**config.mk**
```make
export PLATFORM = sky130hd
export DESIGN_NAME = hilo_muldiv_seq_flat
export DESIGN_NICKNAME = d
export VERILOG_FILES = /design/src/rtl/hilo_muldiv_seq_pkg.sv /design/src/rtl/hilo_muldiv_seq_if.sv /design/src/rtl/hilo_muldiv_seq_step.sv /design/src/rtl/hilo_muldiv_seq.sv /design/src/flat_wrapper.sv
export SDC_FILE = /design/constraint.sdc
export NUM_CORES = 1
export LEC_CHECK = 0
export CORE_MARGIN = 1
export CORE_UTILIZATION = 29
export DETAILED_ROUTE_END_ITERATION = 12
export DONT_BUFFER_PORTS = 1
export MAX_ROUTING_LAYER = met4
export PLACE_DENSITY_LB_ADDON = 0.12
export SLEW_MARGIN = 10
export SYNTH_ARGS = -nofsm -noshare
export SYNTH_HDL_FRONTEND = slang
export SYNTH_HIERARCHICAL = 1
export SYNTH_SLANG_ARGS = --single-unit
```
**constraint.sdc**
```tcl
create_clock -name clk -period 3.3 [get_ports clk]
set_clock_uncertainty 0.2 [all_clocks]
set_input_delay 0.66 -clock clk [delete_from_list [all_inputs] [get_ports clk]]
set_output_delay 0.66 -clock clk [all_outputs]
set_load 0.02 [all_outputs]
```
**src/rtl/hilo_muldiv_seq_pkg.sv**
```systemverilog
// Shared types and helpers for the HI/LO multiply/divide sequencer.
package muldiv_pkg;

  localparam int XLEN = 32;
  localparam int CW   = $clog2(XLEN);

  typedef enum logic [1:0] {
    OP_MULT  = 2'b00,
    OP_MULTU = 2'b01,
    OP_DIV   = 2'b10,
    OP_DIVU  = 2'b11
  } op_e;

  typedef enum logic [2:0] {
    S_IDLE = 3'd0,
    S_PREP = 3'd1,
    S_ITER = 3'd2,
    S_FIX  = 3'd3,
    S_DONE = 3'd4
  } state_e;

  function automatic logic [XLEN-1:0] neg_x(input logic [XLEN-1:0] v);
    return (~v) + {{(XLEN-1){1'b0}}, 1'b1};
  endfunction

  function automatic logic [2*XLEN-1:0] neg_2x(input logic [2*XLEN-1:0] v);
    return (~v) + {{(2*XLEN-1){1'b0}}, 1'b1};
  endfunction

  // Magnitude of a two's complement value when take is set, otherwise the raw bits.
  function automatic logic [XLEN-1:0] mag_of(input logic [XLEN-1:0] v, input logic take);
    return (take && v[XLEN-1]) ? neg_x(v) : v;
  endfunction

endpackage

```
**src/rtl/hilo_muldiv_seq_if.sv**
```systemverilog
// EX-stage <-> HI/LO sequencer signal bundle.
interface hilo_muldiv_seq_if;
  import muldiv_pkg::*;

  logic            start;
  logic [1:0]      op;
  logic [XLEN-1:0] rs_val;
  logic [XLEN-1:0] rt_val;
  logic            abort;
  logic            mthi;
  logic            mtlo;
  logic [XLEN-1:0] wdata;
  logic            busy;
  logic            done;
  logic            div0;
  logic [XLEN-1:0] hi;
  logic [XLEN-1:0] lo;

  modport master (
    output start, op, rs_val, rt_val, abort, mthi, mtlo, wdata,
    input  busy, done, div0, hi, lo
  );

  modport slave (
    input  start, op, rs_val, rt_val, abort, mthi, mtlo, wdata,
    output busy, done, div0, hi, lo
  );
endinterface

```
**src/rtl/hilo_muldiv_seq_step.sv**
```systemverilog
// One iteration of shift-add multiply or restoring divide on the {upper, lower} accumulator.
module muldiv_step
  import muldiv_pkg::*;
(
  input  logic [2*XLEN-1:0] acc,
  input  logic [XLEN-1:0]   opnd,
  input  logic              is_div,
  output logic [2*XLEN-1:0] acc_nxt,
  output logic              qbit
);

  logic [XLEN:0] sum_s;
  logic [XLEN:0] rem_sh_s;
  logic [XLEN:0] diff_s;

  // Multiply adds the multiplicand on a set LSB then shifts right; divide shifts left and
  // keeps the trial difference when it does not borrow. The quotient bit leaves via qbit.
  always_comb begin
    sum_s    = {1'b0, acc[2*XLEN-1:XLEN]} + (acc[0] ? {1'b0, opnd} : {(XLEN+1){1'b0}});
    rem_sh_s = {acc[2*XLEN-1:XLEN], acc[XLEN-1]};
    diff_s   = rem_sh_s - {1'b0, opnd};
    qbit     = 1'b0;
    acc_nxt  = {sum_s, acc[XLEN-1:1]};
    if (is_div) begin
      if (!diff_s[XLEN]) begin
        qbit    = 1'b1;
        acc_nxt = {diff_s[XLEN-1:0], acc[XLEN-2:0], 1'b0};
      end else begin
        qbit    = 1'b0;
        acc_nxt = {rem_sh_s[XLEN-1:0], acc[XLEN-2:0], 1'b0};
      end
    end else begin
      qbit    = 1'b0;
      acc_nxt = {sum_s, acc[XLEN-1:1]};
    end
  end

endmodule

```
**src/rtl/hilo_muldiv_seq.sv**
```systemverilog
// Bit-serial MULT/MULTU/DIV/DIVU sequencer owning the architectural HI/LO pair.
module hilo_muldiv_seq
  import muldiv_pkg::*;
(
  input  logic              clk,
  input  logic              rst_n,
  hilo_muldiv_seq_if.slave  bus
);

  state_e            state_r, state_nxt_s;
  logic [1:0]        op_r;
  logic [XLEN-1:0]   rs_r, rt_r, opnd_r;
  logic [2*XLEN-1:0] acc_r;
  logic [CW-1:0]     cnt_r;
  logic              neg_res_r, neg_rem_r, dz_r;
  logic              busy_r, done_r, div0_r;
  logic [XLEN-1:0]   hi_r, lo_r;

  logic              accept_s, abort_s, is_div_s, is_signed_s;
  logic [XLEN-1:0]   mag_rs_s, mag_rt_s;
  logic [2*XLEN-1:0] step_acc_s, prod_s;
  logic              step_q_s;
  logic [XLEN-1:0]   quo_s, rem_s;

  assign accept_s    = bus.start && !bus.abort && ((state_r == S_IDLE) || (state_r == S_DONE));
  assign abort_s     = bus.abort && (state_r != S_IDLE);
  assign is_div_s    = op_r[1];
  assign is_signed_s = !op_r[0];
  // A zero divisor skips sign handling so the dividend bits fall straight through to HI.
  assign mag_rs_s    = mag_of(rs_r, is_signed_s && !dz_r);
  assign mag_rt_s    = mag_of(rt_r, is_signed_s && !dz_r);
  assign prod_s      = neg_res_r ? neg_2x(acc_r) : acc_r;
  assign quo_s       = neg_res_r ? neg_x(acc_r[XLEN-1:0]) : acc_r[XLEN-1:0];
  assign rem_s       = neg_rem_r ? neg_x(acc_r[2*XLEN-1:XLEN]) : acc_r[2*XLEN-1:XLEN];

  muldiv_step u_step (
    .acc     (acc_r),
    .opnd    (opnd_r),
    .is_div  (is_div_s),
    .acc_nxt (step_acc_s),
    .qbit    (step_q_s)
  );

  // State register.
  always_ff @(posedge clk or negedge rst_n) begin
    if (!rst_n) begin
      state_r <= S_IDLE;
    end else begin
      state_r <= state_nxt_s;
    end
  end

  // Next-state logic; abort returns to IDLE from any active state.
  always_comb begin
    state_nxt_s = state_r;
    case (state_r)
      S_IDLE: begin
        if (accept_s) state_nxt_s = S_PREP;
        else          state_nxt_s = S_IDLE;
      end
      S_PREP: begin
        if (abort_s) state_nxt_s = S_IDLE;
        else         state_nxt_s = S_ITER;
      end
      S_ITER: begin
        if (abort_s)            state_nxt_s = S_IDLE;
        else if (cnt_r == '0)   state_nxt_s = S_FIX;
        else                    state_nxt_s = S_ITER;
      end
      S_FIX: begin
        if (abort_s) state_nxt_s = S_IDLE;
        else         state_nxt_s = S_DONE;
      end
      S_DONE: begin
        if (accept_s) state_nxt_s = S_PREP;
        else          state_nxt_s = S_IDLE;
      end
      default: state_nxt_s = S_IDLE;
    endcase
  end

  // Operand capture, magnitude preparation and the iterating accumulator.
  always_ff @(posedge clk or negedge rst_n) begin
    if (!rst_n) begin
      op_r      <= 2'b00;
      rs_r      <= '0;
      rt_r      <= '0;
      opnd_r    <= '0;
      acc_r     <= '0;
      cnt_r     <= '0;
      neg_res_r <= 1'b0;
      neg_rem_r <= 1'b0;
      dz_r      <= 1'b0;
    end else begin
      case (state_r)
        S_IDLE, S_DONE: begin
          if (accept_s) begin
            op_r <= bus.op;
            rs_r <= bus.rs_val;
            rt_r <= bus.rt_val;
            dz_r <= bus.op[1] && (bus.rt_val == '0);
          end
        end
        S_PREP: begin
          opnd_r    <= is_div_s ? mag_rt_s : mag_rs_s;
          acc_r     <= {{XLEN{1'b0}}, (is_div_s ? mag_rs_s : mag_rt_s)};
          cnt_r     <= CW'(XLEN - 1);
          neg_res_r <= is_signed_s && !dz_r && (rs_r[XLEN-1] ^ rt_r[XLEN-1]);
          neg_rem_r <= is_signed_s && !dz_r && is_div_s && rs_r[XLEN-1];
        end
        S_ITER: begin
          acc_r <= is_div_s ? {step_acc_s[2*XLEN-1:1], step_q_s} : step_acc_s;
          cnt_r <= cnt_r - {{(CW-1){1'b0}}, 1'b1};
        end
        default: begin
          acc_r <= acc_r;
        end
      endcase
    end
  end

  // Handshake outputs: busy from acceptance until FIX completes, done/div0 pulse in DONE.
  always_ff @(posedge clk or negedge rst_n) begin
    if (!rst_n) begin
      busy_r <= 1'b0;
      done_r <= 1'b0;
      div0_r <= 1'b0;
    end else if (abort_s) begin
      busy_r <= 1'b0;
      done_r <= 1'b0;
      div0_r <= 1'b0;
    end else begin
      done_r <= (state_r == S_FIX);
      div0_r <= (state_r == S_FIX) && dz_r;
      if (accept_s)               busy_r <= 1'b1;
      else if (state_r == S_FIX)  busy_r <= 1'b0;
      else                        busy_r <= busy_r;
    end
  end

  // HI/LO: result commit at the end of FIX, otherwise direct writes while not busy.
  always_ff @(posedge clk or negedge rst_n) begin
    if (!rst_n) begin
      hi_r <= '0;
      lo_r <= '0;
    end else if ((state_r == S_FIX) && !bus.abort) begin
      if (dz_r) begin
        hi_r <= rs_r;
        lo_r <= {XLEN{1'b1}};
      end else if (is_div_s) begin
        hi_r <= rem_s;
        lo_r <= quo_s;
      end else begin
        hi_r <= prod_s[2*XLEN-1:XLEN];
        lo_r <= prod_s[XLEN-1:0];
      end
    end else if (!busy_r) begin
      if (bus.mthi) hi_r <= bus.wdata;
      if (bus.mtlo) lo_r <= bus.wdata;
    end
  end

  assign bus.busy = busy_r;
  assign bus.done = done_r;
  assign bus.div0 = div0_r;
  assign bus.hi   = hi_r;
  assign bus.lo   = lo_r;

endmodule
```
**src/flat_wrapper.sv**
```systemverilog
// flat-port wrapper written by rule: the top's interface ports become plain ports
module hilo_muldiv_seq_flat import muldiv_pkg::*;
  (clk, rst_n, bus_start, bus_op, bus_rs_val, bus_rt_val, bus_abort, bus_mthi, bus_mtlo, bus_wdata, bus_busy, bus_done, bus_div0, bus_hi, bus_lo);
  hilo_muldiv_seq_if bus_i ();
  input  logic clk;
  input  logic rst_n;
  input wire logic [$bits(bus_i.start)-1:0] bus_start;
  input wire logic [$bits(bus_i.op)-1:0] bus_op;
  input wire logic [$bits(bus_i.rs_val)-1:0] bus_rs_val;
  input wire logic [$bits(bus_i.rt_val)-1:0] bus_rt_val;
  input wire logic [$bits(bus_i.abort)-1:0] bus_abort;
  input wire logic [$bits(bus_i.mthi)-1:0] bus_mthi;
  input wire logic [$bits(bus_i.mtlo)-1:0] bus_mtlo;
  input wire logic [$bits(bus_i.wdata)-1:0] bus_wdata;
  output wire logic [$bits(bus_i.busy)-1:0] bus_busy;
  output wire logic [$bits(bus_i.done)-1:0] bus_done;
  output wire logic [$bits(bus_i.div0)-1:0] bus_div0;
  output wire logic [$bits(bus_i.hi)-1:0] bus_hi;
  output wire logic [$bits(bus_i.lo)-1:0] bus_lo;
  assign bus_i.start = bus_start;
  assign bus_i.op = bus_op;
  assign bus_i.rs_val = bus_rs_val;
  assign bus_i.rt_val = bus_rt_val;
  assign bus_i.abort = bus_abort;
  assign bus_i.mthi = bus_mthi;
  assign bus_i.mtlo = bus_mtlo;
  assign bus_i.wdata = bus_wdata;
  assign bus_busy = bus_i.busy;
  assign bus_done = bus_i.done;
  assign bus_div0 = bus_i.div0;
  assign bus_hi = bus_i.hi;
  assign bus_lo = bus_i.lo;
  hilo_muldiv_seq u_core (.clk(clk), .rst_n(rst_n), .bus(bus_i));
endmodule
```
==> out/results.ini, run 1 <==
[run_status]
status=complete, but fails checks
violations=negative hold slack, negative setup slack

[global_routing]
grt_util_met1_pct=36.3
met3_capacity_usage_during_global_routing_pct=3.27
initial_antenna_violation_count=4
track_usage_pct=25.5
top_usage_layer=met2
global_route.usage.met2_pct=38.8
grt_pass1_wl_microns=118000
grt_max_degree=241
grt_overflow_total=0
grt_pass1_vias=17386

[layout]
syn_to_final_growth_pct=30.7
postLayoutCoreUtil_pct=38.2
final_layout_size_suffix_gt1_share_pct=24.7
register_area_sq_mm=0.00602
total_area_of_multi_input_combinational_cells_sq_mm=0.0116
filler_cell_count=6280
final_net_count=2532

[synth]
syn-instance-count=2033
mappedNetlistNets=2209
ys_ff_latch=240
synth.mux.area_fraction_pct=7.94
synth_fa_ha_area_share_pct=5.08
netlist-cell-type-count=93
synth_xor_area_share_pct=8.02
ys_seq_area_share_pct=33.3
synth_compound_gate_area_share_pct=23.9
top_reg_cell_synth=dfrtp_1
synthSimpleGateAreaFrac_pct=17.2
synth.avg_cell_area_sq_um=8.86
dominant_combinational_cell_family_by_area_after_synthesis=compound AO/OA/AOI/OAI gates
post_synth_instance_area_sq_mm=0.0180
synth_warnings=6
ys_async_sr_fraction_pct=100
synth-edff-count=0

[timing]
finalHoldWorstSlack_ns=-0.442
finalCriticalPeriod_ns=3.66
timing.final.ws_setup_ns=-0.360
layout_worst_path_cycle_share_pct=111
fmaxAchievable_mhz=273
setup_viol=33
grt_setup_unrepaired=true
final-hold-violation-count=240
max_slew.worst_pin.slew_ns=0.960
number_of_pins_exceeding_their_max_slew_limit_in_the_final_report=0
worst_relative_slew_slack_pct=35.8

[setup_path]
critPathArrivalTime_ns=4.00
worst_path_class_setup=reg2reg
r2r_end=u_core/acc_r[42]$_DFFE_PN0P_
timing.critical_path.fanout_max=12
timing.reg2reg.setup_slack_ns=-0.36
worstSetupEndpointType=flop
worst_setup_path_start_kind=flop
cp.required_ns=3.64
reg2regPathDepth=14
regToRegStartpoint=u_core/opnd_r[0]$_DFFE_PN0P_

[placement]
count_of_input_and_output_buffers=0
finalWeightedCongestion=0.936
pre_cts_ws_ns=-0.509
hpwl_detailed_microns=61700

[routing]
initial_drt_markers=1962
ant_nets=0
drc=0
detail_route.first_pass.iterations=8
routed-via-count=18005
routed_wirelength_microns=80100
avgViaCountPerCell=5.60
wl_per_cell_microns=24.9

[clocking]
htree_num_levels=1
clk_latency_ns=0.61
post_cts_hold_buffer_count=90
cts_tree=built
clk_pin_slew_worst_paths_ns=0.06
cts_buffer_depth=3
library_cell_used_as_clock_root_buffer=clkbuf_16
tritoncts_num_sinks=240
cts_inserted_buffers=30

[floorplan]
floorplan.die_area_sq_mm=0.0631
rows=91
die_width_microns=251
start_util_pct=29.3
design.portCount=171
core_sq_mm=0.0616
floorplan.die.height_microns=251

[min_path]
holdCritPathClass=in2async

[pwr]
leakage_nw=10.1
power_density_mw_per_mm2=1150
peakVddDrop_mv=0.527

[flow_run]
drv.max_cap_violation_count=0

[how the worst max path moves through the flow]
| stage | start | to | cells after the start |
|---|---|---|---|
| 2_1_floorplan | u_core/acc_r[31]$_DFFE_PN0P_ | u_core/acc_r[34]$_DFFE_PN0P_ | 15 |
| 3_3_place_gp | u_core/acc_r[33]$_DFFE_PN0P_ | u_core/acc_r[59]$_DFFE_PN0P_ | 13 |
| 3_5_place_dp | u_core/acc_r[0]$_DFFE_PN0P_ | u_core/acc_r[62]$_DFFE_PN0P_ | 13 |
| 4_1_cts | u_core/opnd_r[0]$_DFFE_PN0P_ | u_core/acc_r[42]$_DFFE_PN0P_ | 13 |
| 5_1_grt | u_core/opnd_r[27]$_DFFE_PN0P_ | u_core/acc_r[62]$_DFFE_PN0P_ | 14 |
| 6_report | u_core/opnd_r[0]$_DFFE_PN0P_ | u_core/acc_r[42]$_DFFE_PN0P_ | 14 |
[layer usage]
metal	part of all wire, %	vias to the layer above
li1	-	8267
met1	46	9020
met2	45	631
met3	6.8	87
met4	1.9	0
met5	0	-
[layout make-up]
| type | instances | share of cell area [%] |
|---|---|---|
| Multi-Input combinational cell | 1596 | 49.5 |
| Sequential cell | 240 | 25.6 |
| Timing Repair Buffer | 415 | 14.8 |
| Tap cell | 837 | 4.45 |
| Clock buffer | 40 | 3.60 |
| Inverter | 73 | 1.18 |
| Clock inverter | 16 | 0.909 |
| Antenna cell | 1 | 0.0106 |
[placed cells by master, fill, tap and decap left out, types with 26 or more instances in the layout]
master | Yosys | final
dlygate4sd3_1 | 0 | 90
xor2_1 | 80 | 80
a21oi_1 | 127 | 117
a222oi_1 | 26 | 26
ha_1 | 70 | 61
o221ai_1 | 29 | 28
clkbuf_16 | 0 | 32
a32oi_1 | 26 | 26
a21o_1 | 31 | 31
xnor2_1 | 85 | 84
mux2_2 | 95 | 95
nand3_1 | 41 | 38
o21ai_0 | 133 | 120
buf_4 | 3 | 309
nor3_1 | 49 | 46
dfrtp_1 | 240 | 233
and2_1 | 39 | 38
a22oi_1 | 30 | 30
nand2_1 | 200 | 200
a22o_1 | 32 | 32
o31ai_1 | 29 | 29
mux2i_1 | 36 | 36
inv_1 | 71 | 68
nor4_1 | 39 | 39
nor2_1 | 108 | 105
[flip-flops by register name, summed over array words and instances, names as in the netlist]
register	flops
u_core/acc_r	64
u_core/bus.busy	1
u_core/bus.div0	1
u_core/bus.done	1
u_core/bus.hi	32
u_core/bus.lo	32
u_core/cnt_r	5
u_core/dz_r	1
u_core/neg_rem_r	1
u_core/neg_res_r	1
u_core/op_r	2
u_core/opnd_r	32
u_core/rs_r	32
u_core/rt_r	32
u_core/state_r	3
[timing repair]
action	4_1_cts	5_1_grt
buffers inserted	13	10
endpoints found under the hold margin	341	240
pin swaps	16	16
setup endpoints to repair	33	44
resized for setup	59	38
gates cloned	0	2
[worst max-delay path, stage by stage (launching register included)]
cell and delay (ns):
dfrtp_2 0.43, ha_4 0.17, fa_2 0.33, nand2b_4 0.16, a21oi_4 0.17, o41a_1 0.22, o31a_1 0.34, o21ai_4 0.09
a221o_2 0.40, nor2_4 0.12, buf_12 0.15, buf_12 0.17, mux2_2 0.36, a21oi_2 0.13, a22o_1 0.13
[cells by family (layout without fill, tap and decap cells)]
group	count (synthesis)	count (layout)
simple gates	605	605
mux	131	131
xor+xnor	165	165
flops	240	240
buf+inv	197	544
fa+ha+maj	72	72
other cells	0	1
compound gates	623	623
[metrics by stage]
step           setup TNS (ns)  instances  cell area, sq um  power (mW)
3_5_place_dp           -10.36       3047             20900        21.9
4_1_cts                 -7.73       3206             23200        26.3
2_1_floorplan          -0.836       2033             18100        15.0
3_3_place_gp            -9.91       3047             20900        21.8
6_report                -9.29       3218             23500        27.1
5_1_grt                -12.98       3217             23500        28.8
[report_power, final]
part,total (mW),leakage (nW),switching [mW],internal (mW)
registers,5.86,2.95,1.82,4.03
logic,17.7,6.67,9.65,8.05
clock network,3.58,0.519,1.46,2.12
[cell usage after synthesis, types with 5 or more instances]
cell / count / area share [%]
dfrtp_1: 240 / 33
nand2_1: 200 / 4.2
o21ai_0: 133 / 3.7
a21oi_1: 127 / 3.5
nor2_1: 108 / 2.2
mux2_2: 95 / 5.9
clkbuf_1: 94 / 2.0
xnor2_1: 85 / 4.1
xor2_1: 80 / 3.9
inv_1: 71 / 1.5
ha_1: 70 / 4.9
nor3_1: 49 / 1.4
nand3_1: 41 / 1.1
and2_1: 39 / 1.4
nor4_1: 39 / 1.4
mux2i_1: 36 / 2.0
a22o_1: 32 / 1.6
a21o_1: 31 / 1.3
a22oi_1: 30 / 1.2
o221ai_1: 29 / 1.4
o31ai_1: 29 / 1.2
a222oi_1: 26 / 1.4
a31oi_1: 26 / 0.90
a32oi_1: 26 / 1.3
a211oi_1: 24 / 1.0
nand2b_1: 17 / 0.59
nand4_1: 16 / 0.56
o41ai_1: 14 / 0.68
or4_1: 12 / 0.50
nor2b_1: 11 / 0.38
or3_1: 11 / 0.38
or2_2: 10 / 0.35
buf_1: 9 / 0.19
o21a_1: 9 / 0.37
o21ai_1: 9 / 0.25
o21bai_1: 9 / 0.37
and3_1: 8 / 0.28
buf_2: 8 / 0.22
o211ai_1: 8 / 0.33
o22ai_1: 7 / 0.24
nor4_2: 6 / 0.42
a21boi_0: 5 / 0.21
a221oi_1: 5 / 0.24
or4_4: 5 / 0.31
Power figures use the tool's default switching activity.
==> inputs of run 2 (changes only) <==
--- a/config.mk
+++ b/config.mk
@@ -5,6 +5,8 @@
 export SDC_FILE = /design/constraint.sdc
 export NUM_CORES = 1
 export LEC_CHECK = 0
+export CELL_PAD_IN_SITES_DETAIL_PLACEMENT = 0
+export CELL_PAD_IN_SITES_GLOBAL_PLACEMENT = 1
 export CORE_MARGIN = 1
 export CORE_UTILIZATION = 29
 export DETAILED_ROUTE_END_ITERATION = 12
==> run 2 against run 1 <==
  * The flow still finishes with violations (negative hold slack, negative setup slack)
  * Flip-flop and latch count unchanged
  * Utilization down 0.33 points
  * Critical path type unchanged
  * Total power up 0.95%
==> out/results.ini, run 2 (synthesized netlist as in run 1, its figures left out) <==
[setup_path]
worst_setup_path_start_kind=flop
timing.critical_path.fanout_max=5
timing.reg2reg.setup_slack_ns=-0.38
regToRegStartpoint=u_core/opnd_r[0]$_DFFE_PN0P_
r2r_end=u_core/acc_r[40]$_DFFE_PN0P_
worst_path_class_setup=reg2reg
cp.required_ns=3.57
setup.worst_path.end=u_core/acc_r[40]$_DFFE_PN0P_
worst_setup_path_startpoint=u_core/opnd_r[0]$_DFFE_PN0P_
reg2regPathDepth=15
worstSetupEndpointType=flop
critPathArrivalTime_ns=3.95

[run_status]
status=complete, but fails checks
violations=negative hold slack, negative setup slack

[clocking]
post_cts_hold_buffer_count=67
clk_latency_ns=0.61
library_cell_used_as_clock_root_buffer=clkbuf_16
cts_inserted_buffers=30
clk_pin_slew_worst_paths_ns=0.06
cts_tree=built
tritoncts_num_sinks=240
cts_buffer_depth=3
htree_num_levels=1

[layout]
postLayoutCoreUtil_pct=37.9
regMostFlops=u_core/acc_r
final_layout_size_suffix_gt1_share_pct=25.4
final_net_count=2541
most-common-layout-cells=buf_4, dfrtp_1, nand2_1, o21ai_0, a21oi_1
largest_register_ff_count=64
syn_to_final_growth_pct=29.5
final_common_cell=buf_4

[routing]
routed_wirelength_microns=80600
avgViaCountPerCell=5.55
initial_drt_markers=1709
detail_route.first_pass.iterations=9
drc=0
ant_nets=0
routed-via-count=17908
wl_per_cell_microns=25.0

[pwr]
leakage_nw=10.1
power.total_mw=27.4
power_density_mw_per_mm2=1170
peakVddDrop_mv=0.565

[timing]
max_slew.worst_pin.slew_ns=0.798
worst_relative_slew_slack_pct=46.8
finalHoldWorstSlack_ns=-0.444
grt_setup_unrepaired=true
setup_viol=33
finalCriticalPeriod_ns=3.68
number_of_pins_exceeding_their_max_slew_limit_in_the_final_report=0
final-hold-violation-count=240
timing.final.ws_setup_ns=-0.379
layout_worst_path_cycle_share_pct=111
fmaxAchievable_mhz=272

[floorplan]
design.portCount=171
start_util_pct=29.3
floorplan.die.height_microns=251
rows=91
floorplan.die_area_sq_mm=0.0631
die_width_microns=251
core_sq_mm=0.0616

[min_path]
holdCritPathClass=in2async

[global_routing]
grt_pass1_vias=17257
initial_antenna_violation_count=3
grt_overflow_total=0
grt_max_degree=241
track_usage_pct=25.7
grt_pass1_wl_microns=118000

[flow_run]
drv.max_cap_violation_count=0

[placement]
hpwl_detailed_microns=62700
finalWeightedCongestion=0.914
count_of_input_and_output_buffers=0

[run 2: changes by cell type in the layout (fill, tap and decap cells not counted), sizes merged]
| cell | change |
|---|---|
| clkinv | -4 |
| diode | +1 |
| bufinv | -3 |
| buf | +34 |
| clkbuf | +2 |
| dlygate4sd3 | -23 |
[run 2: worst min path at each step]
stage	slack [ns]	depth (start not counted)	start	to
finish	-0.44	0	rst_n	u_core/bus.lo[2]$_DFFE_PN0P_
global route	-0.45	0	rst_n	u_core/bus.lo[2]$_DFFE_PN0P_
CTS	-0.46	0	rst_n	u_core/bus.hi[21]$_DFFE_PN0P_
detailed placement	0.17	0	rst_n	u_core/bus.lo[2]$_DFFE_PN0P_
global placement	0.17	0	rst_n	u_core/bus.lo[17]$_DFFE_PN0P_
floorplan	0.16	0	rst_n	u_core/acc_r[0]$_DFFE_PN0P_
[run 2: layout make-up]
type,count,area [sq um]
flip-flops and latches,240,6010
inverters,73,274
well taps,837,1050
repair buffers,424,3480
diodes,2,5.00
multi-input cells,1596,11500
clock buffers,44,895
fillers,6280,38300
clock inverters,9,81.3
[run 2: critical path: stages, from the launching register on]
cell and delay, ns:
dfrtp_1 0.41, ha_4 0.19, fa_2 0.34, nand2b_4 0.17, a21oi_4 0.17, o41a_1 0.26
o31a_1 0.31, o21ai_4 0.09, a221o_2 0.38, nor2_4 0.19, buf_12 0.16, buf_12 0.12
buf_4 0.10, mux2i_1 0.16, a21oi_1 0.08, a22o_1 0.23
[run 2: what timing repair did]
item	in CTS	in global routing
endpoints found under the hold margin	311	240
pin swaps	12	25
setup endpoints to repair	34	37
resized for setup	54	37
buffers inserted	9	15
gates cloned	0	0
[run 2: report_power, final]
group          internal [mW]  switching (mW)
logic                   8.47            9.71
registers               4.03            1.86
clock network           1.94            1.40
total                   14.4            13.0
[run 2: stage by stage]
stage          setup TNS, ns  area, sq um  setup slack (ns)  hold slack, ns  cells
4_1_cts                -8.08        23000            -0.331          -0.464   3209
5_1_grt               -13.19        23300            -0.485          -0.453   3223
3_3_place_gp           -9.51        21100            -0.550           0.169   3081
2_1_floorplan         -0.836        18100           -0.0476           0.164   2033
3_5_place_dp           -9.81        21100            -0.578           0.169   3081
6_report               -9.53        23300            -0.379          -0.444   3225
[run 2: routing by layer]
metal  vias to the layer above  share of wire [%]  GRT usage [%]
li1                       8279                  -              -
met1                      8950                 47           35.7
met2                       571                 44           38.5
met3                       108                5.0           3.16
met4                         0                3.5           8.17
met5                         -                  0              -
